**src/rtl/wash_cycle_controller.sv**
```systemverilog
`default_nettype none
// ============================================================================
//  Module      : wash_cycle_controller
//  Description : Washing-machine sequencer. It steps through fill, detergent,
//                timed wash, drain, optional rinse passes and a timed spin.
//                Pause freezes the sequence, an open door latches a fault,
//                and the asynchronous active-low reset abandons any cycle.
//  Revision    : 1.0 - initial release
// ============================================================================
module wash_cycle_controller #(
  parameter int WASH_TICKS  = 100,
  parameter int SPIN_TICKS  = 50,
  parameter int RINSE_COUNT = 1,
  parameter int TIMER_W     = 16
) (
  input  logic       clk,
  input  logic       reset,
  input  logic       door_close,
  input  logic       start,
  input  logic       pause,
  input  logic       filled,
  input  logic       detergent_added,
  input  logic       drained,
  output logic       door_lock,
  output logic       motor_on,
  output logic       fill_value_on,
  output logic       drain_value_on,
  output logic       soap_wash,
  output logic       water_wash,
  output logic       done,
  output logic       paused,
  output logic       fault,
  output logic [2:0] state,
  output logic [3:0] rinse_left
);

  typedef enum logic [2:0] {
    ST_IDLE      = 3'd0,
    ST_FILL      = 3'd1,
    ST_DETERGENT = 3'd2,
    ST_WASH      = 3'd3,
    ST_DRAIN     = 3'd4,
    ST_SPIN      = 3'd5,
    ST_DONE      = 3'd6,
    ST_FAULT     = 3'd7
  } state_t;

  typedef enum logic {
    PH_SOAP  = 1'b0,
    PH_RINSE = 1'b1
  } phase_t;

  // Timer load values: the timer counts down to zero, so a phase lasting
  // N unpaused clocks is loaded with N-1.
  localparam logic [TIMER_W-1:0] c_wash_last = TIMER_W'(WASH_TICKS - 1);
  localparam logic [TIMER_W-1:0] c_spin_last = TIMER_W'(SPIN_TICKS - 1);
  localparam logic [3:0]         c_rinse_cnt = 4'(RINSE_COUNT);

  state_t             r_state;
  phase_t             r_phase;
  logic               r_paused;
  logic [TIMER_W-1:0] r_timer;
  logic [3:0]         r_rinse_left;

  // States in which the drum is in use: door is locked, pause and the
  // door-open fault apply only here.
  logic w_active;
  logic w_timer_zero;

  assign w_active     = (r_state >= ST_FILL) && (r_state <= ST_SPIN);
  assign w_timer_zero = (r_timer == '0);

  // Sequencer: fault has priority over pause, pause over normal stepping.
  always_ff @(posedge clk or negedge reset) begin
    if (!reset) begin
      r_state      <= ST_IDLE;
      r_phase      <= PH_SOAP;
      r_paused     <= 1'b0;
      r_timer      <= '0;
      r_rinse_left <= 4'd0;
    end else if (w_active && !door_close) begin
      // Door opened with water or motion possible: latch until reset.
      r_state  <= ST_FAULT;
      r_paused <= 1'b0;
    end else if (w_active && pause) begin
      // Frozen: state, timer and sensors are all held/ignored.
      r_paused <= 1'b1;
    end else begin
      r_paused <= 1'b0;
      case (r_state)
        ST_IDLE: begin
          if (start && door_close) begin
            r_state      <= ST_FILL;
            r_phase      <= PH_SOAP;
            r_rinse_left <= c_rinse_cnt;
          end
        end

        ST_FILL: begin
          if (filled) begin
            if (r_phase == PH_SOAP) begin
              r_state <= ST_DETERGENT;
            end else begin
              r_state <= ST_WASH;
              r_timer <= c_wash_last;
            end
          end
        end

        ST_DETERGENT: begin
          if (detergent_added) begin
            r_state <= ST_WASH;
            r_timer <= c_wash_last;
          end
        end

        ST_WASH: begin
          if (w_timer_zero) begin
            r_state <= ST_DRAIN;
          end else begin
            r_timer <= r_timer - 1'b1;
          end
        end

        ST_DRAIN: begin
          if (drained) begin
            if (r_rinse_left != 4'd0) begin
              r_state      <= ST_FILL;
              r_phase      <= PH_RINSE;
              r_rinse_left <= r_rinse_left - 4'd1;
            end else begin
              r_state <= ST_SPIN;
              r_timer <= c_spin_last;
            end
          end
        end

        ST_SPIN: begin
          if (w_timer_zero) begin
            r_state <= ST_DONE;
          end else begin
            r_timer <= r_timer - 1'b1;
          end
        end

        ST_DONE: begin
          // A start level still held from the finished cycle must not
          // launch another one; wait for it to drop first.
          if (!start) begin
            r_state <= ST_IDLE;
          end
        end

        ST_FAULT: begin
          r_state <= ST_FAULT;
        end

        default: begin
          r_state <= ST_FAULT;
        end
      endcase
    end
  end

  // Moore output decode from the registered state, phase and pause flag.
  always_comb begin
    door_lock      = 1'b0;
    motor_on       = 1'b0;
    fill_value_on  = 1'b0;
    drain_value_on = 1'b0;
    soap_wash      = 1'b0;
    water_wash     = 1'b0;
    done           = 1'b0;
    paused         = 1'b0;
    fault          = 1'b0;

    if (w_active) begin
      door_lock = 1'b1;
      paused    = r_paused;
      if (!r_paused) begin
        case (r_state)
          ST_FILL: fill_value_on = 1'b1;
          ST_WASH: begin
            motor_on   = 1'b1;
            soap_wash  = (r_phase == PH_SOAP);
            water_wash = (r_phase == PH_RINSE);
          end
          ST_DRAIN: drain_value_on = 1'b1;
          ST_SPIN: begin
            motor_on       = 1'b1;
            drain_value_on = 1'b1;
          end
          default: begin
            motor_on = 1'b0;
          end
        endcase
      end
    end else if (r_state == ST_DONE) begin
      done = 1'b1;
    end else if (r_state == ST_FAULT) begin
      fault     = 1'b1;
      door_lock = 1'b1;
    end
  end

  assign state      = r_state;
  assign rinse_left = r_rinse_left;

endmodule
`default_nettype wire
```
**config.mk**
```make
export PLATFORM = sky130hd
export DESIGN_NAME = wash_cycle_controller
export DESIGN_NICKNAME = d
export VERILOG_FILES = /design/src/rtl/wash_cycle_controller.sv
export SDC_FILE = /design/constraint.sdc
export NUM_CORES = 1
export LEC_CHECK = 0
export CAP_MARGIN = 15
export CELL_PAD_IN_SITES_DETAIL_PLACEMENT = 0
export CELL_PAD_IN_SITES_GLOBAL_PLACEMENT = 2
export CORE_ASPECT_RATIO = 1.2
export CORE_MARGIN = 2
export CORE_UTILIZATION = 33
export DETAILED_ROUTE_END_ITERATION = 6
export GPL_ROUTABILITY_DRIVEN = 1
export PLACE_DENSITY_LB_ADDON = 0.1
export SLEW_MARGIN = 20
export SYNTH_ARGS = -nofsm -noshare
export SYNTH_HDL_FRONTEND = slang
export SYNTH_SLANG_ARGS = --single-unit
```
**constraint.sdc**
```tcl
create_clock -name clk -period 2.2 [get_ports clk]
set_input_delay 0.22 -clock clk [delete_from_list [all_inputs] [get_ports clk]]
set_output_delay 0.22 -clock clk [all_outputs]
set_load 0.02 [all_outputs]
```
# ---- Word-level counts from Yosys, hierarchy flattened
# Index checks and enable logic that the tools add are counted.
# W data, S select, Z words.
dict set report totals {
  reg_bits 25
  input_bits 8
  output_inout_bits 16
  wordCells 101
}
dict set report classes {
  add_sub_neg 2
  order_cmp 2
  eq_ne 23
  n_mux 51
  bitwise_logic 3
  reduce_logical 15
}
# op n
set op_table {}
lappend op_table {{$mux W16} 6}
lappend op_table {{$pmux W16 S4} 1}
lappend op_table {{$mux W3} 10}
lappend op_table {{$mux W1} 28}
lappend op_table {{$pmux W3 S8} 1}
lappend op_table {{$ne A3 B3 Y1 const B} 7}
lappend op_table {{$ne A2 B2 Y1 const B} 9}
lappend op_table {{$logic_not A16 Y1} 1}
lappend op_table {{$sub A16 B1 Y16 const B} 1}
lappend op_table {{$eq A3 B3 Y1 const B} 4}
lappend op_table {{$mux W4} 3}
lappend op_table {{$reduce_and A9 Y1} 1}
lappend op_table {{$pmux W4 S2} 1}
lappend op_table {{$reduce_and A8 Y1} 1}
lappend op_table {{$reduce_bool A4 Y1} 2}
lappend op_table {{$eq A3 B2 Y1 const B} 2}
lappend op_table {{$reduce_and A6 Y1} 1}
lappend op_table {{$logic_and A1 B1 Y1} 4}
lappend op_table {{$reduce_or A2 Y1} 2}
lappend op_table {{$sub A4 B1 Y4 const B} 1}
lappend op_table {{$eq A3 B1 Y1 const B} 1}
lappend op_table {{$ge A3 B1 Y1 const B} 1}
lappend op_table {{$le A3 B3 Y1 const B} 1}
lappend op_table {{$logic_not A3 Y1} 1}
lappend op_table {{4 further kinds} 6}

# ---- Depth between registers and ports, before layout
dict set report logic_depth {
  word_depth 6
  depth_mapped 8
  ltp_nobuf 7
}

# ---- Worst setup path before layout
# No wires, ideal clock.
dict set report synth_timing {
  path_type {reg2out}
  startpoint {register r_state[2] (netlist: state[2])}
  endpoint {output port drain_value_on}
  t_arrival_ns 1.809
  required_time_ns 1.980
  slack_ns 0.171
  path_stages_with_launch 5
  n_path_buf 3
  cell_sequence {dfrtp_1 clkbuf_1 clkbuf_1 clkbuf_1 nor3b_1}
}
dict set report synth_between {
  elab_chain_len 5
  word_cells_on_any_way 9
  classes_between {order compare: 2; eq/ne: 2; mux: 3; reduce/logical: 2}
}
# element line_no
set synth_rtl {}
lappend synth_rtl {{start: declaration} 59} ;# state_t r_state;
lappend synth_rtl {{start signal: assignment} 76} ;# r_state <= ST_IDLE;
lappend synth_rtl {{start signal: assignment} 83} ;# r_state <= ST_FAULT;
lappend synth_rtl {{start signal: assignment} 93} ;# r_state <= ST_FILL;
lappend synth_rtl {{$eq A3 B3 Y1} 181} ;# case (r_state)
lappend synth_rtl {{$reduce_or A2 Y1 (no source line)} --}
lappend synth_rtl {{$mux W1} 181}
lappend synth_rtl {{$mux W1} 180} ;# if (!r_paused) begin
lappend synth_rtl {{$mux W1 (*)} 177} ;# if (w_active) begin
lappend synth_rtl {{end: declaration} 27} ;# output logic drain_value_on,
# Mark *: on every way between the ends. The rest lies on a longest branch, timed or not.

# ---- Worst setup path in the final report
dict set report layout_timing {
  startpoint {register r_state[1] (netlist: state[1])}
  endpoint {output port door_lock}
}
dict set report layout_between {
  elab_chain_len 4
  word_cells_on_any_way 8
  classes_between {order compare: 2; eq/ne: 2; mux: 3; reduce/logical: 1}
}
# element line_no
set layout_rtl {}
lappend layout_rtl {{$eq A3 B3 Y1} 200} ;# end else if (r_state == ST_FAULT) begin
lappend layout_rtl {{$mux W1} 200}
lappend layout_rtl {{$mux W1} 198} ;# end else if (r_state == ST_DONE) begin
lappend layout_rtl {{$mux W1 (*)} 177}
lappend layout_rtl {{end: declaration} 24} ;# output logic door_lock,
# Marked as above.

==> impl_metrics.json <==
{
  "outcome": "completed",
  "cp_max_fo": 11,
  "drtIter0Drc": 104,
  "wl_per_cell_um": 16.0,
  "fin_nets": 255,
  "core_area_sq_mm": 0.00523,
  "regArea_sq_um": 628,
  "cts_buffers": 3,
  "synthFlopType": "dfrtp_1",
  "p_total_uw": 2510,
  "hpwl_um": 3600,
  "grt_pass1_wl_um": 8210,
  "cellLeakagePower_uw": 0.000877,
  "multi_input_area_sq_mm": 0.00106,
  "netlist_area_sq_mm": 0.00176,
  "async_reset_ff_share_pct": 100,
  "htree_levels": 1,
  "die_h_um": 84.1,
  "wl_um": 4880,
  "gp_congestion": 0.773,
  "end_kind": "output port",
  "cp.arrival_ns": 1.96,
  "ios": 24,
  "crit_type": "reg -> out",
  "synthCells": 212,
  "portBuffers": 23,
  "postPlaceCellArea_sq_mm": 0.00214,
  "fin_cells": 305,
  "syn_nets": 223,
  "max_stage_delay_ns": 0.60,
  "crit_buf_inv": 2,
  "cts_sinks": 25,
  "muxShareOfSynthArea_pct": 0.639,
  "cp_slowest_cell": "clkdlybuf4s50_1",
  "max_slew_margin_pct": 61.7,
  "power.density_cell_area_mw_per_mm2": 1140,
  "path_cells": "xor2_1 -> buf_4 -> nand2b_1 -> clkdlybuf4s50_1",
  "skew_ns": 0.00507,
  "grt_overflow": 0,
  "cp_data_required_time_ns": 1.98,
  "antenna_found_initial": 0,
  "syn2layout_area_growth_pct": 25.1,
  "synth_compound_area_share_pct": 28.8,
  "via_per_inst": 5.78,
  "finalHoldViolCount": 0,
  "layout-drive-gt1-share_pct": 14.0,
  "start_util_pct": 33.7,
  "post_cts_buffers": 0,
  "hold_path_class": "in -> async",
  "yosysUniqueCellTypes": 54,
  "fmax_mhz": 460,
  "grt_pass1_vias": 1686,
  "synth_seq_cells": 25,
  "synth-simple-area-share_pct": 27.5,
  "setup-violations-final": 0,
  "grt_start_max_net_pins": 26,
  "dr.pass1.iters": 4,
  "ir_drop_mv": 0.437,
  "period_minus_slack_ns": 2.18,
  "clock_path_buffers": 2,
  "ys_seq_area_share_pct": 35.5,
  "synth_top_family_by_area": "compound AO/OA/AOI/OAI gates",
  "ant_nets": 0,
  "cts.clk_slew.worst_paths_ns": 0.09,
  "clock_latency_ns": 0.27,
  "dp.cells": 301,
  "r2r_start": "r_timer[7]",
  "track_usage_pct": 16.9,
  "fill_cells": 531,
  "num_vias": 1762,
  "dieWidth_um": 70.7,
  "max_slew.worst_pin.slew_ns": 0.573,
  "synth_top_cell_by_area": "dfrtp_1",
  "critPathLaunchType": "flip-flop",
  "ys_warn_count": 0,
  "final_max_slew_viol_count": 0,
  "cp_top_family": "buffers and inverters",
  "yosys.area.top_type_share_pct": 35.5,
  "synth_xor_area_share_pct": 0.497,
  "cts_hold_buf": 0,
  "design_area_sq_mm": 0.00220,
  "dieArea_sq_mm": 0.00595,
  "drc": 0,
  "rsz0062_at_grt": "yes",
  "cap_viol_max_count": 0,
  "synth_area_leaders": "dfrtp_1, a31oi_1, nand2_1, nor2_1, o21ai_0",
  "avgSynthCellArea_sq_um": 8.32,
  "cts_tree": "yes",
  "synth-edff-count": 0,
  "final_cell_mix": "nand2_1, dfrtp_1, clkdlybuf4s50_1",
  "rows": 29,
  "synthAdderAreaFrac_pct": 2.13,
  "root_buffer": "clkbuf_8",
  "startpoint": "state[1]",
  "min_period_over_period_pct": 98.9,
  "antenna_cells": 0
}
-- where the power goes --
part           internal (uW)  switching, uW
logic                    620            809
registers                606            191
clock network            128            159
-- through the flow --
stage / setup slack (ns) / util (%) / TNS (ns) / hold WS [ns]
global route: -0.0376 / 42.2 / -0.119 / 0.335
floorplan: 0.171 / - / 0 / -0.0756
global placement: 0.129 / 41.0 / 0 / 0.491
finish: 0.0240 / 42.2 / 0 / 0.306
detailed placement: 0.130 / 41.0 / 0 / 0.499
CTS: 0.00951 / 41.9 / 0 / 0.313
-- registers in the layout (all words and copies together), names as in the netlist --
register	flops
state	3
rinse_left	4
r_phase	1
r_paused	1
r_timer	16
-- cell usage after synthesis (all sizes together), types with 3 or more instances --
master  instances
nand2b          7
o21ai          14
nor3b           4
or4             4
nor2           18
buf             4
a21oi           9
ha              3
dfrtp          25
or3             3
nand3           7
a31oi          14
a21o            4
inv            10
o211ai          5
nand2          23
nor3            9
clkbuf          8
a22o            4
o31ai           3
-- area by class of cell --
| type | instances | share of cell area, % |
|---|---|---|
| multi-input combinational | 165 | 47.9 |
| sequential | 25 | 28.5 |
| timing repair buffer | 39 | 16.2 |
| tap | 62 | 3.52 |
| clock buffer | 3 | 1.87 |
| inverter | 10 | 1.70 |
| clock inverter | 1 | 0.341 |
-- metal layers --
| layer | up-vias | track usage (%) | share of wire [%] |
|---|---|---|---|
| met5 | - | 0 | 0 |
| met4 | 0 | 4.80 | 1.2 |
| met3 | 4 | 2.05 | 3.0 |
| met2 | 33 | 28.7 | 51 |
| met1 | 862 | 22.3 | 44 |
| li1 | 863 | - | - |
-- what timing repair did --
action                                  CTS  global route
endpoints found under the setup margin    3             7
pin swaps                                 0             0
resized for setup                         1             5
-- worst paths after layout --
path	endpoint	slack [ns]	cells past startpoint
max	door_lock	0.02	4
min	r_timer[11]	0.31	2
max reg2reg	r_timer[15]	0.10	5
min reg2reg	r_timer[9]	0.52	1
max in group asynchronous	state[1]	1.61	2
min in group clk	r_timer[9]	0.52	1
-- logic make-up after synthesis --
family | after synthesis
DFF | 25
muxes | 1
buffers and inverters | 22
adders and majority gates | 3
AOI/OAI and AO/OA | 73
and+or+nand+nor | 87
xor gates and xnor gates | 1
No activity file was read; power rests on OpenSTA's default activity.
